<file path="config.mk">
export PLATFORM = sky130hd
export DESIGN_NAME = iram_loadable
export DESIGN_NICKNAME = d
export VERILOG_FILES = /design/src/rtl/iram_pkg.sv /design/src/rtl/iram_core.sv /design/src/rtl/iram_loadable.sv
export SDC_FILE = /design/constraint.sdc
export NUM_CORES = 2
export LEC_CHECK = 0
export ABC_AREA = 1
export CAP_MARGIN = 0
export CORE_ASPECT_RATIO = 1.2
export CORE_MARGIN = 4
export CORE_UTILIZATION = 40
export DETAILED_ROUTE_END_ITERATION = 10
export PLACE_DENSITY = 0.56
export SKIP_CTS_REPAIR_TIMING = 1
export SLEW_MARGIN = 20
export SYNTH_ARGS = -nofsm -noshare
export SYNTH_HDL_FRONTEND = slang
export SYNTH_SLANG_ARGS = --single-unit
</file>
<file path="constraint.sdc">
create_clock -name CLK -period 4.5 [get_ports CLK]
set_clock_uncertainty 0.05 [all_clocks]
set_input_delay 0.9 -clock CLK [delete_from_list [all_inputs] [get_ports CLK]]
set_output_delay 0.9 -clock CLK [all_outputs]
set_load 0.02 [all_outputs]
</file>
<file path="src/rtl/iram_pkg.sv">
// Shared types and helpers for the loadable instruction RAM.
// State encoding, default HALT encoding, parity and byte-to-word address mapping.
package iram_pkg;

    typedef enum logic [1:0] {
        ST_CLEAR = 2'd0,
        ST_LOAD  = 2'd1,
        ST_RUN   = 2'd2
    } state_t;

    localparam logic [15:0] HALT_WORD_DEFAULT = 16'h0001;
    localparam int          PARITY_MAX_W      = 64;

    // Even parity: the stored bit makes the total count of ones even.
    function automatic logic even_parity(input logic [PARITY_MAX_W-1:0] d);
        return ^d;
    endfunction

    // Instructions are 16-bit, so the word index drops the byte-select bit.
    function automatic logic [31:0] word_index(input logic [31:0] byte_addr);
        return byte_addr >> 1;
    endfunction

endpackage

</file>
<file path="src/rtl/iram_core.sv">
// Word storage: one write port, one registered read port, optional parity column (IRAM_PARITY_EN).
// Latency: read data one cycle after rd_en. Backpressure: none, accepts one read and one write per cycle.
module iram_core
    import iram_pkg::*;
#(
    parameter int DATA_W = 16,
    parameter int DEPTH  = 128,
    parameter int IDX_W  = 7
) (
    input  logic              CLK,
    input  logic              RESET,
    input  logic              wr_en,
    input  logic [IDX_W-1:0]  wr_idx,
    input  logic [DATA_W-1:0] wr_dat,
    input  logic              rd_en,
    input  logic [IDX_W-1:0]  rd_idx,
    output logic [DATA_W-1:0] rd_dat,
    output logic              rd_par_err
);

    if (DATA_W > PARITY_MAX_W) begin : g_bad_data_w
        $error("iram_core: DATA_W exceeds parity helper width");
    end

    logic [DATA_W-1:0] mem [DEPTH];

    always_ff @(posedge CLK) begin
        if (wr_en) begin
            mem[wr_idx] <= wr_dat;
        end
    end

    // Only the output register is reset; the array itself is swept by CLEAR.
    always_ff @(posedge CLK or posedge RESET) begin
        if (RESET) begin
            rd_dat <= '0;
        end else if (rd_en) begin
            rd_dat <= mem[rd_idx];
        end
    end

`ifdef IRAM_PARITY_EN
    logic par_mem [DEPTH];
    logic rd_par;

    always_ff @(posedge CLK) begin
        if (wr_en) begin
            par_mem[wr_idx] <= even_parity(PARITY_MAX_W'(wr_dat));
        end
    end

    always_ff @(posedge CLK or posedge RESET) begin
        if (RESET) begin
            rd_par <= 1'b0;
        end else if (rd_en) begin
            rd_par <= par_mem[rd_idx];
        end
    end

    assign rd_par_err = (rd_par != even_parity(PARITY_MAX_W'(rd_dat)));
`else
    assign rd_par_err = 1'b0;
`endif

endmodule

</file>
<file path="src/rtl/iram_loadable.sv">
// Instruction RAM: zero-fill after reset, stream-load a program, then serve fetches (parity via IRAM_PARITY_EN).
// Latency: fetch result one cycle after FETCH_REQ. Backpressure: LOAD_READY high only in LOAD; fetches never stall.
module iram_loadable
    import iram_pkg::*;
#(
    parameter int                DATA_W    = 16,
    parameter int                DEPTH     = 128,
    parameter int                ADDR_W    = 8,
    parameter logic [DATA_W-1:0] HALT_WORD = DATA_W'(HALT_WORD_DEFAULT)
) (
    input  logic              CLK,
    input  logic              RESET,
    input  logic              LOAD_VALID,
    output logic              LOAD_READY,
    input  logic [DATA_W-1:0] LOAD_DATA,
    input  logic              LOAD_LAST,
    input  logic              FETCH_REQ,
    input  logic [ADDR_W-1:0] ADDR,
    output logic [DATA_W-1:0] Q,
    output logic              Q_VALID,
    output logic              HALT_HIT,
    output logic              MISALIGNED,
    output logic              LOAD_OVF,
    output logic              BUSY,
    output logic              PARITY_ERR
);

    localparam int              IDX_W   = ADDR_W - 1;
    localparam logic [IDX_W-1:0] PTR_MAX = IDX_W'(DEPTH - 1);

    if (ADDR_W != $clog2(DEPTH) + 1) begin : g_bad_addr_w
        $error("iram_loadable: ADDR_W must equal log2(DEPTH)+1");
    end
    if (DEPTH < 2 || (DEPTH & (DEPTH - 1)) != 0) begin : g_bad_depth
        $error("iram_loadable: DEPTH must be a power of two, at least 2");
    end

    state_t             state_q, state_d;
    logic [IDX_W-1:0]   ptr_q, ptr_d;
    logic               ovf_q, ovf_set;
    logic               q_vld_q;
    logic               mis_q;

    logic               wr_en;
    logic [DATA_W-1:0]  wr_dat;
    logic               rd_en;
    logic [IDX_W-1:0]   rd_idx;
    logic [DATA_W-1:0]  rd_dat;
    logic               rd_par_err;

    always_ff @(posedge CLK or posedge RESET) begin
        if (RESET) begin
            state_q <= ST_CLEAR;
            ptr_q   <= '0;
            ovf_q   <= 1'b0;
        end else begin
            state_q <= state_d;
            ptr_q   <= ptr_d;
            if (ovf_set) begin
                ovf_q <= 1'b1;
            end
        end
    end

    always_comb begin
        state_d = state_q;
        ptr_d   = ptr_q;
        ovf_set = 1'b0;
        wr_en   = 1'b0;
        wr_dat  = '0;
        case (state_q)
            ST_CLEAR: begin
                wr_en = 1'b1;
                ptr_d = ptr_q + IDX_W'(1);
                if (ptr_q == PTR_MAX) begin
                    state_d = ST_LOAD;
                end
            end
            ST_LOAD: begin
                if (LOAD_VALID) begin
                    wr_en  = 1'b1;
                    wr_dat = LOAD_DATA;
                    ptr_d  = ptr_q + IDX_W'(1);
                    if (LOAD_LAST) begin
                        state_d = ST_RUN;
                    end else if (ptr_q == PTR_MAX) begin
                        // Memory full without a LAST marker: stop accepting.
                        state_d = ST_RUN;
                        ovf_set = 1'b1;
                    end
                end
            end
            ST_RUN: begin
                state_d = ST_RUN;
            end
            default: begin
                state_d = ST_CLEAR;
                ptr_d   = '0;
            end
        endcase
    end

    assign rd_en  = (state_q == ST_RUN) && FETCH_REQ;
    assign rd_idx = IDX_W'(word_index(32'(ADDR)));

    always_ff @(posedge CLK or posedge RESET) begin
        if (RESET) begin
            q_vld_q <= 1'b0;
            mis_q   <= 1'b0;
        end else begin
            q_vld_q <= rd_en;
            mis_q   <= rd_en && ADDR[0];
        end
    end

    iram_core #(
        .DATA_W (DATA_W),
        .DEPTH  (DEPTH),
        .IDX_W  (IDX_W)
    ) u_core (
        .CLK        (CLK),
        .RESET      (RESET),
        .wr_en      (wr_en),
        .wr_idx     (ptr_q),
        .wr_dat     (wr_dat),
        .rd_en      (rd_en),
        .rd_idx     (rd_idx),
        .rd_dat     (rd_dat),
        .rd_par_err (rd_par_err)
    );

    assign LOAD_READY = (state_q == ST_LOAD);
    assign BUSY       = (state_q != ST_RUN);
    assign LOAD_OVF   = ovf_q;
    assign Q          = rd_dat;
    assign Q_VALID    = q_vld_q;
    assign MISALIGNED = mis_q;
    assign HALT_HIT   = q_vld_q && (rd_dat == HALT_WORD);
    assign PARITY_ERR = q_vld_q && rd_par_err;

endmodule
</file>
======== After elaboration in Yosys (flattened, before gate mapping) ========
Memory sizes are Yosys's and may differ from the RTL's. A register that Yosys moved wholly into a read port is not among the register bits.
Index checks and enable logic that the tools add are counted.
word-level totals
  bits of input ports ..................... 29
  memories ................................ 1
  output and inout bits ................... 23
  logic and storage cells ................. 39
  bits in writable memories ............... 2,048
  register bits ........................... 12
memories
  name        words  width  read ports  clocked after memory_dff  write ports  line             source
  u_core.mem  128    16     1           1                         1            iram_core.sv:25  logic [DATA_W-1:0] mem [DEPTH];
cells by class
  bitwise operators ....................... 1
  add/sub/neg operators ................... 1
  reductions and logical operators ........ 6
  mux-type cells .......................... 17
  eq/ne operators ......................... 8
operator list
  kind                                                   count
  two-way mux 16 bit                                     2
  case mux 7 bit (3 select lines)                        1
  == test 16 x 1 -> 1 bit, second input constant         1
  two-way mux 2 bit                                      4
  adder 7 x 1 -> 7 bit, second input constant            1
  == test 7 bit, second input constant                   1
  two-way mux 1 bit                                      7
  two-way mux 7 bit                                      1
  inequality test 2 bit, second input constant           3
  case mux 2 bit (3 select lines)                        1
  logical AND 1 bit                                      3
  inequality test 3 x 1 -> 1 bit, second input constant  1
  AND reduction 3 bit                                    1
  == test 2 x 1 -> 1 bit, second input constant          1
  == test 2 bit, second input constant                   1
  logical NOT 2 bit                                      1
  case mux 1 bit (2 select lines)                        1
  AND reduction 2 bit                                    1
  NOT 1 bit                                              1

======== Longest topological paths before layout ========
  depth in word-level cells ............... 5
  gate-level depth with buffers ........... 15
  depth with buffers taken out ............ 11

======== By module ========
Synthesis repeated with hierarchy kept, for this count alone.
second synthesis, totals
  cells, all modules ...................... 6,980
  area total of the unflattened synthesis .. 83,816.6 µm²
by module, submodules not included
  module         cells an instance  instances  area an instance (µm²)
  iram_core      6,848              1          82,963.3
  iram_loadable  132                1          853.3

======== Worst setup path before layout ========
Ideal clock, no wire load.
  path kind ............................... input to register
  start ................................... in LOAD_VALID
  end ..................................... mem u_core.mem[0][10], data pin
  arrival time ............................ 4.256 ns
  data required time ...................... 3.652 ns
  slack ................................... -0.603 ns
  setup time .............................. 0.798 ns
  buffers on the path ..................... 1
  stages .................................. 3
  path through ............................ nand2_1 clkbuf_1 nor2_1
on the way
  longest elaborated chain between the ends .. 2
ends and longest elaborated chain
  what                         line                 source
  from (decl)                  iram_loadable.sv:13  input logic LOAD_VALID,
  two-way mux 16 bit           iram_loadable.sv:80  if (LOAD_VALID) begin
  two-way mux 16 bit           iram_loadable.sv:71  case (state_q)
  named net u_core.wr_dat[10]  iram_core.sv:14      input logic [DATA_W-1:0] wr_dat,
  to (decl)                    iram_core.sv:25
The timed path passes the listed nets, and every way through them passes these cells.

======== Final worst setup path ========
  start ................................... reg u_core.rd_dat[13] (read register of u_core.mem)
  end ..................................... out HALT_HIT
on the way
  longest elaborated chain between the ends .. 2
ends and longest elaborated chain
  what                     line                  source
  from (decl)              iram_core.sv:17       output logic [DATA_W-1:0] rd_dat,
  == test 16 x 1 -> 1 bit  iram_loadable.sv:138  assign HALT_HIT = q_vld_q && (rd_dat == HALT_WORD);
  logical AND 1 bit        iram_loadable.sv:138
  to (decl)                iram_loadable.sv:21   output logic HALT_HIT,
No other way between the ends.

==> flow_metrics.env <==
export IMPL_status="finished, final reports clean"
export IMPL_critPathKind="reg2out"
export IMPL_maxCapViolCount=0
export IMPL_ys_warnings_count=0
export IMPL_die_w_um=425
export IMPL_syn_avg_cell_area_um2=12.1
export IMPL_fin_tns_setup_ps=0
export IMPL_grt_start_max_net_pins=141
export IMPL_placementRows=183
export IMPL_hold_class="reg2reg"
export IMPL_irDropWorstVdd_mv=0.295
export IMPL_critPathCaptureType="output port"
export IMPL_via_per_inst=5.49
export IMPL_n_fill_cell=18662
export IMPL_crit_arrival_ps=3400
export IMPL_cp_max_fo=3
export IMPL_start_util_pct=40.3
export IMPL_synthCells=6940
export IMPL_placedInstanceArea_um2=88400
export IMPL_fin_ws_ps=150
export IMPL_synth_area_leaders="edfxtp_1, nand3_1, nand2_1"
export IMPL_vias=54655
export IMPL_final_net_count=7042
export IMPL_total_power_w=0.0413
export IMPL_synth_nets=6973
export IMPL_grt_pass1_vias=51720
export IMPL_ys_seq_area_share_pct=74.4
export IMPL_cts_buffers=195
export IMPL_firstDrtPassIters=6
export IMPL_grt_usage_pct=22.3
export IMPL_hold_ws_ps=433
export IMPL_grt_overflow_total=0
export IMPL_gp_congestion=0.843
export IMPL_final_max_slew_violation_count=0
export IMPL_dp_hpwl_um=135000
export IMPL_drive_gt1_share_pct=8.35
export IMPL_final_hold_violation_count=0
export IMPL_finalWirelength_um=245000
export IMPL_core_area_um2=208000
export IMPL_rsz0062_at_grt="false"
export IMPL_root_buffer="clkbuf_16"
export IMPL_clk_pin_slew_ps=60
export IMPL_relSlewSlack_pct=16.9
export IMPL_synth_area_leader_cell="edfxtp_1"
export IMPL_fin_crit_ps=4350
export IMPL_die_h_um=509
export IMPL_max_freq_ghz=0.230
export IMPL_syn_cell_area_um2=83600
export IMPL_drc_errors=0
export IMPL_tritoncts="yes"
export IMPL_ant_nets=0
export IMPL_powerDensity_nw_per_um2=437
export IMPL_num_io_pins=52
export IMPL_synth_top_area_share_pct=73.5
export IMPL_timing_final_crit_share_pct=96.7
export IMPL_ys_ff_latch=2076
export IMPL_max_clock_path_buffers=3
export IMPL_cp_data_required_time_ps=3550
export IMPL_wire_per_inst_um=24.6
export IMPL_setup_viol=0
export IMPL_yosysUniqueCellTypes=26
export IMPL_dp_slack_ps=557
export IMPL_grt_pass1_wl_um=357000
export IMPL_final_area_um2=94500
export IMPL_p_leak_nw=33.8
export IMPL_clkLatencyLatePin_ps=850
export IMPL_grt_antenna_before_repair=4
export IMPL_area_growth_synth_to_final_pct=13.0
export IMPL_clkSinkCount=2076
export IMPL_die_area_um2=216000
export IMPL_io_buffers=50
export IMPL_cts_htree_levels=4
export IMPL_drtIter0Drc=6490
export IMPL_tightest_slew_ps=1250
export IMPL_crit_path_start_kind="flop"
## critical path, cell delays in order (launching register included)
cell and delay, ps:
dfrtp_1 490, nor4_1 470, nand4_1 250, nor4_2 500
buf_4 240, clkdlybuf4s50_1 620
## power breakdown
group	total (W)	internal (W)	leakage (nW)	switching [W]
combinational	0.00361	0.000881	10.7	0.00273
clock	0.0158	0.00865	2.98	0.00717
sequential	0.0219	0.0216	20.1	0.000255
## synth_stat cells
| master | count |
|---|---|
| inv_4 | 1 |
| o31ai_1 | 1 |
| nor2_1 | 160 |
| dfrtp_1 | 28 |
| buf_2 | 295 |
| nand3b_1 | 1 |
| nand4_1 | 8 |
| clkbuf_4 | 1 |
| a211oi_1 | 3 |
| nand2_1 | 2140 |
| conb_1 | 1 |
| buf_8 | 2 |
| buf_6 | 3 |
| buf_4 | 33 |
| nor4_1 | 5 |
| edfxtp_1 | 2048 |
| buf_1 | 40 |
| nor3_1 | 3 |
| inv_1 | 44 |
| inv_2 | 2 |
| nand3_1 | 2019 |
| clkbuf_1 | 87 |
| ha_1 | 4 |
| a21oi_1 | 3 |
| clkinv_1 | 1 |
| o21ai_0 | 7 |
## final timing paths
check,start,slack (ps),endpoint,depth (start not counted)
worst max-delay path,u_core.rd_dat[13],150,HALT_HIT,5
worst min-delay path,LOAD_OVF,430,LOAD_OVF,2
worst max register to register,state_q[1],1600,u_core.mem[33][6],8
worst min register to register,LOAD_OVF,430,LOAD_OVF,2
max in group asynchronous,RESET,3250,MISALIGNED,2
min in group asynchronous,RESET,520,state_q[0],2
## metal layers
metal / GRT usage (%) / vias up / wire length, um
li1: - / 24851 / -
met1: 30.3 / 27163 / 99100
met2: 36.4 / 2232 / 118000
met3: 2.99 / 409 / 17600
met4: 8.73 / 0 / 10200
met5: 0 / - / 0
## cells by family after synthesis
kind of cell	share of synthesized area, %
flip-flops	74.4
AO/OA/AOI/OAI	0.0957
buffers and inverters	2.94
AND/OR/NAND/NOR	22.5
adder cells (fa/ha/maj)	0.0598
other	0.00448
## registers in the layout (all words and copies together) (netlist names)
signal / cells
u_core.mem: 2048
u_core.rd_dat: 16
ptr_q: 7
state_q: 2
LOAD_OVF: 1
MISALIGNED: 1
Q_VALID: 1
## cell usage in the layout (no fill, tap or decap), types with 2 or more instances in the layout
master,synthesis,layout
nor2_2,0,5
nand2_1,2140,2139
clkinvlp_4,0,6
dfrtp_1,28,28
ha_1,4,4
inv_16,0,2
inv_6,0,4
clkdlybuf4s50_1,0,43
a21oi_1,3,3
buf_2,295,3
buf_8,2,3
nor2_1,160,139
clkbuf_8,0,2
inv_8,0,3
nand4_1,8,8
clkinv_8,0,3
clkbuf_16,0,199
clkinv_2,0,51
nor2_4,0,16
buf_12,0,63
inv_2,2,2
buf_4,33,220
edfxtp_1,2048,2048
nor3_1,3,3
nor4_2,0,3
a211oi_1,3,3
diode_2,0,5
clkinv_1,1,50
nor4_1,5,2
bufinv_16,0,9
inv_1,44,41
o21ai_0,7,7
clkbuf_1,87,35
nand3_1,2019,2019
## per-stage QoR
| stage | std cells | util [%] |
|---|---|---|
| 6_report | 9954 | 45.5 |
| 5_1_grt | 9950 | 45.5 |
| 4_1_cts | 9949 | 45.5 |
| 3_5_place_dp | 9587 | 42.6 |
| 3_3_place_gp | 9587 | 42.6 |
| 2_1_floorplan | 6940 | - |
## cell type report
class | instances | area, um^2 | share of cell area (%)
antenna | 5 | 12.5 | 0.0132
clock buffer | 236 | 5140 | 5.44
clock inverter | 126 | 908 | 0.961
inverter | 48 | 214 | 0.226
multi-input combinational | 4355 | 19100 | 20.2
sequential | 2076 | 62200 | 65.8
tap | 2775 | 3470 | 3.67
timing repair buffer | 333 | 3410 | 3.61
No activity file was read; power rests on OpenSTA's default activity.
